===== config.mk =====
export PLATFORM = sky130hd
export DESIGN_NAME = psram_spi_ctrl
export DESIGN_NICKNAME = d
export VERILOG_FILES = /design/src/rtl/psram_pkg.sv /design/src/rtl/psram_spi_shifter.sv /design/src/rtl/psram_spi_ctrl.sv
export SDC_FILE = /design/constraint.sdc
export NUM_CORES = 1
export LEC_CHECK = 0
export CORE_MARGIN = 2
export CORE_UTILIZATION = 60
export CTS_CLUSTER_SIZE = 8
export DETAILED_ROUTE_END_ITERATION = 12
export GPL_ROUTABILITY_DRIVEN = 0
export PLACE_DENSITY = 0.94
export SETUP_SLACK_MARGIN = 0.02
export SYNTH_ARGS = -nofsm -noshare
export SYNTH_HDL_FRONTEND = slang
export SYNTH_HIERARCHICAL = 1
export SYNTH_SLANG_ARGS = --single-unit

===== constraint.sdc =====
create_clock -name CLK -period 9.2 [get_ports CLK]
set_input_delay 1.38 -clock CLK [delete_from_list [all_inputs] [get_ports CLK]]
set_output_delay 1.38 -clock CLK [all_outputs]
set_load 0.1 [all_outputs]

===== src/rtl/psram_pkg.sv =====
// Shared constants for the serial PSRAM controller:
// command opcodes, frame lengths and FSM state encodings.
package psram_pkg;

    localparam logic [7:0] CMD_READ    = 8'h03;
    localparam logic [7:0] CMD_WRITE   = 8'h02;
    localparam logic [7:0] CMD_RST_EN  = 8'h66;
    localparam logic [7:0] CMD_RST     = 8'h99;
    localparam logic [7:0] CMD_READ_ID = 8'h9F;

    localparam logic [5:0] FRAME_BITS      = 6'd40;
    localparam logic [5:0] INIT_FRAME_BITS = 6'd8;

    localparam logic [2:0] ST_POWERUP = 3'd0;
    localparam logic [2:0] ST_RSTEN   = 3'd1;
    localparam logic [2:0] ST_RST     = 3'd2;
    localparam logic [2:0] ST_GAP     = 3'd3;
    localparam logic [2:0] ST_IDLE    = 3'd4;
    localparam logic [2:0] ST_XFER    = 3'd5;

    // Short command frames are left-aligned so the shifter always
    // starts from bit 39.
    function automatic logic [39:0] init_frame(input logic [7:0] cmd);
        return {cmd, 32'h0};
    endfunction

endpackage


===== src/rtl/psram_spi_shifter.sv =====
// SPI mode-0 frame shifter: two CLK cycles per bit, MSB first,
// registered pins, captures the trailing data byte of read frames.
module psram_spi_shifter (
    input  logic        clk,
    input  logic        rst,
    input  logic        load,
    input  logic [39:0] frame,
    input  logic [5:0]  nbits,
    input  logic        rx_en,
    output logic        ram_clk,
    output logic        ram_ce_b,
    output logic        ram_si,
    input  logic        ram_so,
    output logic        done,
    output logic [7:0]  rx
);

    logic [38:0] sr;
    logic [5:0]  bit_cnt;
    logic        phase;
    logic        busy;
    logic        rx_en_q;
    logic [6:0]  rx_sr;

    // Bit sequencer: phase 0 presents the bit, phase 1 raises the clock;
    // the edge ending phase 1 samples MISO and advances to the next bit.
    always_ff @(posedge clk or posedge rst) begin
        if (rst) begin
            sr       <= '0;
            bit_cnt  <= '0;
            phase    <= 1'b0;
            busy     <= 1'b0;
            rx_en_q  <= 1'b0;
            rx_sr    <= '0;
            rx       <= '0;
            done     <= 1'b0;
            ram_clk  <= 1'b0;
            ram_ce_b <= 1'b1;
            ram_si   <= 1'b0;
        end else begin
            done <= 1'b0;
            if (load) begin
                sr       <= frame[38:0];
                bit_cnt  <= nbits - 6'd1;
                phase    <= 1'b0;
                busy     <= 1'b1;
                rx_en_q  <= rx_en;
                ram_ce_b <= 1'b0;
                ram_clk  <= 1'b0;
                ram_si   <= frame[39];
            end else if (busy) begin
                if (!phase) begin
                    ram_clk <= 1'b1;
                    phase   <= 1'b1;
                end else begin
                    ram_clk <= 1'b0;
                    phase   <= 1'b0;
                    // The last eight bits of a 40-bit frame carry read data.
                    if (rx_en_q && bit_cnt < 6'd8)
                        rx_sr <= {rx_sr[5:0], ram_so};
                    if (bit_cnt == 6'd0) begin
                        ram_ce_b <= 1'b1;
                        ram_si   <= 1'b0;
                        busy     <= 1'b0;
                        done     <= 1'b1;
                        if (rx_en_q)
                            rx <= {rx_sr, ram_so};
                    end else begin
                        ram_si  <= sr[38];
                        sr      <= {sr[37:0], 1'b0};
                        bit_cnt <= bit_cnt - 6'd1;
                    end
                end
            end
        end
    end

endmodule


===== src/rtl/psram_spi_ctrl.sv =====
// PSRAM sequencer: power-up wait, reset-enable/reset commands,
// then single-byte read/write requests over a valid/ready handshake.
module psram_spi_ctrl
    import psram_pkg::*;
#(
    parameter int POWERUP_CYCLES = 7500,
    parameter int CE_HIGH_CYCLES = 4
) (
    input  logic        CLK,
    input  logic        RESET,
    input  logic        req_valid,
    output logic        req_ready,
    input  logic        req_write,
    input  logic [23:0] req_addr,
    input  logic [7:0]  req_wdata,
    output logic        rsp_valid,
    output logic [7:0]  rsp_rdata,
    output logic        init_done,
    output logic        RAM_CLK,
    output logic        RAM_CE_B,
    output logic        RAM_SI,
    input  logic        RAM_SO
);

    localparam int PW = $clog2(POWERUP_CYCLES + 1);
    localparam int GW = $clog2(CE_HIGH_CYCLES + 1);
    // The done cycle already has CE_B high, so the gap state
    // itself only needs to cover the remaining cycles.
    localparam logic [GW-1:0] GAP_INIT = GW'(CE_HIGH_CYCLES - 1);
    localparam logic [PW-1:0] PWR_LAST = PW'(POWERUP_CYCLES - 1);

    logic [2:0]    state;
    logic [2:0]    ret;
    logic [PW-1:0] pwr_cnt;
    logic [GW-1:0] gap_cnt;
    logic          wr_q;

    logic          load;
    logic [39:0]   frame;
    logic [5:0]    nbits;
    logic          rx_en;
    logic          done;
    logic [7:0]    rx;
    logic          accept;
    logic          pwr_end;
    logic          gap_end;

    assign req_ready = (state == ST_IDLE);
    assign accept    = req_ready && req_valid;
    assign pwr_end   = (state == ST_POWERUP) && (pwr_cnt == PWR_LAST);
    assign gap_end   = (state == ST_GAP) && (gap_cnt <= GW'(1));
    assign rsp_valid = done && (state == ST_XFER) && !wr_q;
    assign rsp_rdata = rx;

    // Frames launch on the same edge the FSM leaves its wait state,
    // so CE_B falls the cycle after an accept.
    always_comb begin
        load  = 1'b0;
        frame = '0;
        nbits = INIT_FRAME_BITS;
        rx_en = 1'b0;
        if (pwr_end) begin
            load  = 1'b1;
            frame = init_frame(CMD_RST_EN);
        end else if (gap_end && ret == ST_RST) begin
            load  = 1'b1;
            frame = init_frame(CMD_RST);
        end else if (accept) begin
            load  = 1'b1;
            frame = {req_write ? CMD_WRITE : CMD_READ, req_addr,
                     req_write ? req_wdata : 8'h00};
            nbits = FRAME_BITS;
            rx_en = !req_write;
        end
    end

    // Sequencing FSM with power-up and chip-select gap counters.
    always_ff @(posedge CLK or posedge RESET) begin
        if (RESET) begin
            state     <= ST_POWERUP;
            ret       <= ST_IDLE;
            pwr_cnt   <= '0;
            gap_cnt   <= '0;
            wr_q      <= 1'b0;
            init_done <= 1'b0;
        end else begin
            case (state)
                ST_POWERUP: begin
                    if (pwr_end)
                        state <= ST_RSTEN;
                    else
                        pwr_cnt <= pwr_cnt + PW'(1);
                end
                ST_RSTEN: begin
                    if (done) begin
                        state   <= ST_GAP;
                        ret     <= ST_RST;
                        gap_cnt <= GAP_INIT;
                    end
                end
                ST_RST, ST_XFER: begin
                    if (done) begin
                        state   <= ST_GAP;
                        ret     <= ST_IDLE;
                        gap_cnt <= GAP_INIT;
                    end
                end
                ST_GAP: begin
                    if (gap_end) begin
                        if (ret == ST_RST) begin
                            state <= ST_RST;
                        end else begin
                            state     <= ST_IDLE;
                            init_done <= 1'b1;
                        end
                    end else begin
                        gap_cnt <= gap_cnt - GW'(1);
                    end
                end
                ST_IDLE: begin
                    if (req_valid) begin
                        wr_q  <= req_write;
                        state <= ST_XFER;
                    end
                end
                default: state <= ST_POWERUP;
            endcase
        end
    end

    psram_spi_shifter u_shifter (
        .clk      (CLK),
        .rst      (RESET),
        .load     (load),
        .frame    (frame),
        .nbits    (nbits),
        .rx_en    (rx_en),
        .ram_clk  (RAM_CLK),
        .ram_ce_b (RAM_CE_B),
        .ram_si   (RAM_SI),
        .ram_so   (RAM_SO),
        .done     (done),
        .rx       (rx)
    );

endmodule


==> impl_metrics.csv, run 1 <==
group,metric,value,unit
synthesis,yosysTopAreaCell,"dfrtp_1",
clock_network,clock_latency,0.36,ns
power_and_ir_drop,share_seq_of_total_power,0.465,
sta,worst_pin_slew,0.9747,ns
clock_network,cts.sinks,89,
sta,fin_crit_sh,0.5295,
synthesis,ys_warn_count,6,
floorplanning,core,7331,um2
drt,vias,3270,
synthesis,yosysSeqAreaShare,0.4869,
layout,drive_above_1_share,0.1120,
power_and_ir_drop,total_power,0.9420,mW
critical_path,cp.arrival,5.09,ns
clock_network,postCtsResizedCells,0,
grt,grtUsageTotal,0.2310,
synthesis,synth-edff-count,0,
drt,avgViaCountPerCell,5.542,
sta,timing.final.crit_period,4.872,ns
grt,antenna_found_initial,0,
clock_network,cts_root_buffer,"clkbuf_8",
power_and_ir_drop,power.leakage,2.438,nW
placement,dp_hpwl,6038,um
run_status,outcome,"finished clean",
clock_network,htreeDepth,3,
min_path,min_path_type,"reg2reg",
min_path,hp-start,"pwr_cnt[12]",
floorplanning,initial_core_util,0.6247,
power_and_ir_drop,power_frac_clock,0.292,
sta,finClkSkew,0.01370,ns
sta,maxSlewViolCount,0,
clock_network,numCtsBuffers,9,
synthesis,yosysTopAreaCellShare,0.4754,
power_and_ir_drop,cellPowerDensity,176.4,nW/um2
placement,io_buffers,50,
power_and_ir_drop,net-switching-power,0.3106,mW
critical_path,reg2reg_from,"state[1]",
sta,rsz0062_at_grt,"false",
drt,dr.first_iter.drc_count,188,
drt,detail-route-antenna-nets,0,
grt,grt_pass1_vias,3269,
power_and_ir_drop,switching_share,0.3297,
clock_network,clockBufferDepth,2,
sta,report.final.hold_viol_count,0,
grt,grtUsageMet2,0.3759,
synthesis,postSynthCellCount,436,
critical_path,crit_fanout,100,
floorplanning,row_count,31,
floorplanning,die_y,91.37,um
layout,area_growth,16.58,%
layout,multi_input_area,2223,um2
sta,finalSetupTns,0,ns
drt,drt-wirelength-per-cell,15.38,um
grt,grtUsageMet1,0.3080,
grt,use_met3,0.04564,
drt,drc,0,
drt,drt-pass1-iter-count,4,
power_and_ir_drop,power_frac_comb,0.243,
grt,grt_pass1_wl,15380,um
clock_network,cts.clk_slew.worst_paths,0.10,ns
clock_network,cts_tree,"yes",
critical_path,worstSetupEndpointType,"flop",
critical_path,startpoint,"req_valid",
floorplanning,die_area,8348,um2
synthesis,avgSynthCellArea,10.50,um2
critical_path,crit_type,"in2reg",
layout,nFillCells,468,
grt,grt_remaining_overflow,0,
synthesis,yosys-top-cells-area,"dfrtp_1 (48%), mux2i_1 (9.6%), o21ai_0 (5.2%), nand2_1 (4.7%), and2_1 (3.7%)",
synthesis,synth_seq_cells,89,
sta,max_freq,0.2053,GHz
sta,setup_viol,0,
grt,busiest_layer,"met2",
clock_network,post_cts_buffers,0,
synthesis,synth_area,4579,um2
floorplanning,io_pins,51,
synthesis,synth_cell_types,56,
synthesis,synth_most_common_cell,"dfrtp_1",
clock_network,hold_buffers,0,
sta,relSlewSlack,0.3482,
power_and_ir_drop,vdd_ir_drop_max,0.1287,mV
layout,antenna_cells,0,
flow_run,maxCapViolations,0,
layout,fin_nets,527,
layout,seqCellArea,2230,um2
power_and_ir_drop,intPower,0.6314,mW
synthesis,synth_ff_type,"dfrtp_1",
drt,wl,9072,um
critical_path,cp.required,9.41,ns
grt,grt_max_degree,101,
synthesis,synth_common_cells,"dfrtp_1 (87), nand2_1 (57), o21ai_0 (48)",
floorplanning,die_x,91.37,um
synthesis,async_reset_ff_frac,1.000,
critical_path,start_kind,"input pin",
-- critical path, stage by stage --
cell and delay (ns):
clkdlybuf4s50_1 0.51, nand2_1 0.09, inv_1 0.63, a21o_1 0.17, nand2b_2 0.11, buf_4 0.65
mux2i_1 0.30, ha_1 0.27, or4b_4 0.49, a21oi_2 0.17, mux2i_1 0.20, mux2i_1 0.10
-- kinds of logic after synthesis --
family,Yosys count,synth area share
other,2,0.001640
and+or+nand+nor,153,0.1918
xor gates and xnor gates,15,0.02869
muxes,61,0.1437
DFF,89,0.4869
adders and majority gates,4,0.01093
buffers and inverters,35,0.03880
AOI/OAI and AO/OA,77,0.09755
-- flip-flops by register name, summed over array words and instances, names as in the netlist --
name and cells:
gap_cnt 3, init_done 1, pwr_cnt 13, ret 2, state 3, u_shifter/bit_cnt 6, u_shifter/busy 1, u_shifter/done 1
u_shifter/phase 1, u_shifter/ram_ce_b 1, u_shifter/ram_si 1, u_shifter/rx 8, u_shifter/rx_en_q 1, u_shifter/rx_sr 7, u_shifter/sr 39, wr_q 1
-- power by group through the flow --
stage	Combinational (mW)	Clock, mW	Sequential [mW]
finish	0.229	0.275	0.438
global route	0.244	0.297	0.441
CTS	0.228	0.279	0.437
detailed placement	0.227	0	0.445
global placement	0.218	0	0.442
floorplan	0.150	0	0.471
-- metrics by stage --
step	instance area (um2)	utilization	std cells	setup WS (ns)	hold WS (ns)
floorplan	4621	-	447	5.158	0.4420
global placement	5137	0.7008	574	4.206	0.4573
detailed placement	5137	0.7008	574	3.994	0.4622
CTS	5339	0.7283	590	4.372	0.4817
global route	5339	0.7283	590	4.052	0.5139
finish	5339	0.7283	590	4.328	0.4829
-- final cells by class --
cell class / count / share of cell area
sequential: 89 / 0.4176
tap: 99 / 0.02320
clock inverter: 7 / 0.01453
inverter: 10 / 0.007031
timing repair buffer: 53 / 0.09796
clock buffer: 9 / 0.02320
multi-input combinational: 323 / 0.4165
-- final timing paths --
| kind | endpoint | cells past startpoint | slack (ns) |
|---|---|---|---|
| max in group asynchronous | u_shifter/sr[30] | 3 | 7.04 |
| hold / removal | pwr_cnt[12] | 1 | 0.48 |
| hold reg to reg | pwr_cnt[12] | 1 | 0.48 |
| setup reg to reg | u_shifter/bit_cnt[4] | 13 | 5.02 |
| setup / recovery | u_shifter/bit_cnt[4] | 12 | 4.33 |
| min in group asynchronous | pwr_cnt[10] | 2 | 1.54 |
-- cells in the final DEF (no fill, tap or decap), types with 4 or more instances in the layout --
cell type / instances
a21o_1: 5
a21oi_1: 8
and2_1: 27
and3_1: 12
clkbuf_8: 9
clkdlybuf4s50_1: 50
conb_1: 13
dfrtp_1: 87
ha_1: 4
inv_1: 9
mux2_2: 10
mux2_4: 7
mux2i_1: 44
nand2_1: 57
nand2b_1: 5
nor2_1: 18
nor3_1: 4
o21ai_0: 48
xnor2_1: 6
xor2_1: 9
-- metal layers --
layer	routed length [um]	part of all wire
met1	4146	0.46
met5	0	0
met3	403	0.044
met4	169	0.019
met2	4352	0.48
Power figures use the tool's default switching activity.
==> inputs of run 2 (changes only) <==
CORE_UTILIZATION = 56   (was 60)
PLACE_DENSITY = 0.89   (was 0.94)
clock period = 5 ns   (was 9.2 ns; I/O delays follow)
==> run 2 against run 1 <==
  * Die area increased by 6.8%
  * Global-route usage down 2.1 points
  * Final cell count is 0.68% higher
  * Sequential share of layout area decreased by 0.25 points
  * Critical path depth is the same
  * Worst setup slack worse by 2.9 ns
  * Cell area grew 0.61%
  * Wire length down 2.7%
  * Highest routed layer unchanged
==> impl_metrics.csv, run 2 (synthesis results as in run 1) <==
group,metric,value,unit
floorplanning,die_y,94.43,um
layout,fin_nets,528,
clock_network,clockBufferDepth,2,
sta,worst_pin_slew,0.9963,ns
sta,report.final.hold_viol_count,0,
critical_path,crit_top_cell,"mux2i_1",
drt,avgViaCountPerCell,5.551,
layout,drive_above_1_share,0.1138,
grt,grtUsageTotal,0.2098,
critical_path,reg2reg_from,"gap_cnt[1]",
placement,dp_hpwl,6058,um
min_path,hold_path_depth,1,
power_and_ir_drop,power.leakage,2.448,nW
grt,antenna_found_initial,0,
critical_path,rrSetupSlack,1.42,ns
critical_path,crit_family,"simple AND/OR/NAND/NOR gates",
sta,finalSetupTns,0,ns
critical_path,r2r-end,"u_shifter/bit_cnt[4]",
drt,dr.first_iter.drc_count,166,
layout,antenna_cells,0,
grt,grt_pass1_vias,3265,
critical_path,start_kind,"flop",
critical_path,crit_chain,"inv_1 -> ha_1 -> o21ba_2 -> or3_4 -> or2_2 -> nand2b_2 -> mux2i_1 -> ha_1 -> or4b_4 -> a21oi_2 -> mux2i_1 -> mux2i_1",
clock_network,cts.sinks,89,
min_path,hp-start,"pwr_cnt[11]",
critical_path,crit_type,"reg2reg",
layout,layout_commonest_cell,"dfrtp_1",
min_path,min_path_type,"reg2reg",
critical_path,cp.required,5.22,ns
layout,largest_register,"u_shifter/sr",
clock_network,cts_tree,"yes",
drt,drc,0,
layout,final_cell_mix,"dfrtp_1 (87), nand2_1 (57), clkdlybuf4s50_1 (50), o21ai_0 (48), mux2i_1 (44)",
critical_path,r2r_cells,12,
critical_path,crit_fanout,33,
placement,dpl_worst_slack,1.069,ns
sta,maxSlewViolCount,0,
power_and_ir_drop,total_power,1.772,mW
floorplanning,die_area,8917,um2
grt,grt_max_degree,69,
sta,finClkSkew,0.009150,ns
drt,detail-route-antenna-nets,0,
grt,grt_pass1_wl,14660,um
drt,drt-pass1-iter-count,4,
floorplanning,core,7807,um2
flow_run,maxCapViolations,0,
layout,largest_register_ffs,39,
layout,top_regs,"u_shifter/sr (39), pwr_cnt (13), u_shifter/rx (8)",
clock_network,postCtsResizedCells,0,
drt,wl,8830,um
layout,area_growth,17.30,%
drt,drt-wirelength-per-cell,14.87,um
drt,vias,3297,
sta,max_freq,0.2794,GHz
layout,final_util,0.6880,
floorplanning,row_count,32,
clock_network,cts.clk_slew.worst_paths,0.09,ns
power_and_ir_drop,cellPowerDensity,329.8,nW/um2
min_path,holdPathEnd,"pwr_cnt[11]",
critical_path,slowest_stage,"or4b_4",
power_and_ir_drop,vdd_ir_drop_max,0.1959,mV
clock_network,htreeDepth,3,
critical_path,cp.arrival,3.80,ns
clock_network,numCtsBuffers,9,
sta,rsz0062_at_grt,"false",
sta,fin_crit_sh,0.7158,
grt,grt_remaining_overflow,0,
sta,relSlewSlack,0.3337,
clock_network,hold_buffers,0,
clock_network,post_cts_buffers,0,
critical_path,worstSetupEndpointType,"flop",
critical_path,critPathBufInv,1,
critical_path,crit_path_max_incr_delay,0.50,ns
floorplanning,io_pins,51,
run_status,outcome,"finished clean",
floorplanning,die_x,94.43,um
clock_network,cts_root_buffer,"clkbuf_8",
clock_network,clock_latency,0.36,ns
sta,setup_viol,0,
placement,io_buffers,50,
sta,timing.final.crit_period,3.579,ns
sta,worst_slack,1.421,ns
floorplanning,initial_core_util,0.5865,
[run 2: through the flow]
step           instances  area (um2)  hold slack [ns]
2_1_floorplan        447        4621           0.4420
3_3_place_gp         578        5149           0.4581
3_5_place_dp         578        5149           0.4775
4_1_cts              594        5371           0.4982
5_1_grt              594        5371           0.5118
6_report             594        5371           0.4876
[run 2: worst max path at each step]
stage                from              endpoint  slack [ns]  depth (start not counted)
2_1_floorplan    state[0]  u_shifter/bit_cnt[4]        0.96                         16
5_1_grt         req_valid  u_shifter/bit_cnt[4]        1.15                         12
3_3_place_gp    req_valid  u_shifter/bit_cnt[4]        1.20                         12
3_5_place_dp    req_valid  u_shifter/bit_cnt[4]        1.07                         12
4_1_cts        gap_cnt[1]  u_shifter/bit_cnt[4]        1.42                         12
6_report       gap_cnt[1]  u_shifter/bit_cnt[4]        1.42                         12
[run 2: worst register-to-register path, stage by stage (launching register included)]
cell and delay (ns):
dfrtp_1 0.42, inv_1 0.09, ha_1 0.13, o21ba_2 0.16
or3_4 0.39, or2_2 0.34, nand2b_2 0.45, mux2i_1 0.27
ha_1 0.26, or4b_4 0.50, a21oi_2 0.17, mux2i_1 0.19
mux2i_1 0.08
[run 2: layout make-up]
cell class                 count  area, um2
clock buffer                   9      123.9
fill                         591       2436
sequential                    89       2230
inverter                      10      37.54
tap                          102      127.6
multi-input combinational    323       2223
timing repair buffer          54      530.5
clock inverter                 7      98.84
[run 2: per-layer routing]
metal	vias to the layer above	share of wire	global-route usage	wire [um]
met1	1610	0.45	0.2699	3963
met2	73	0.49	0.3476	4324
met5	-	0	0	0
met3	17	0.037	0.03352	330
li1	1597	-	-	-
met4	0	0.024	0.1027	211
[run 2: where the power goes]
group          switching (mW)  total (mW)  internal (mW)
clock network           0.264       0.550          0.286
logic                   0.249       0.418          0.169
registers              0.0478       0.804          0.756
total                   0.561        1.77           1.21
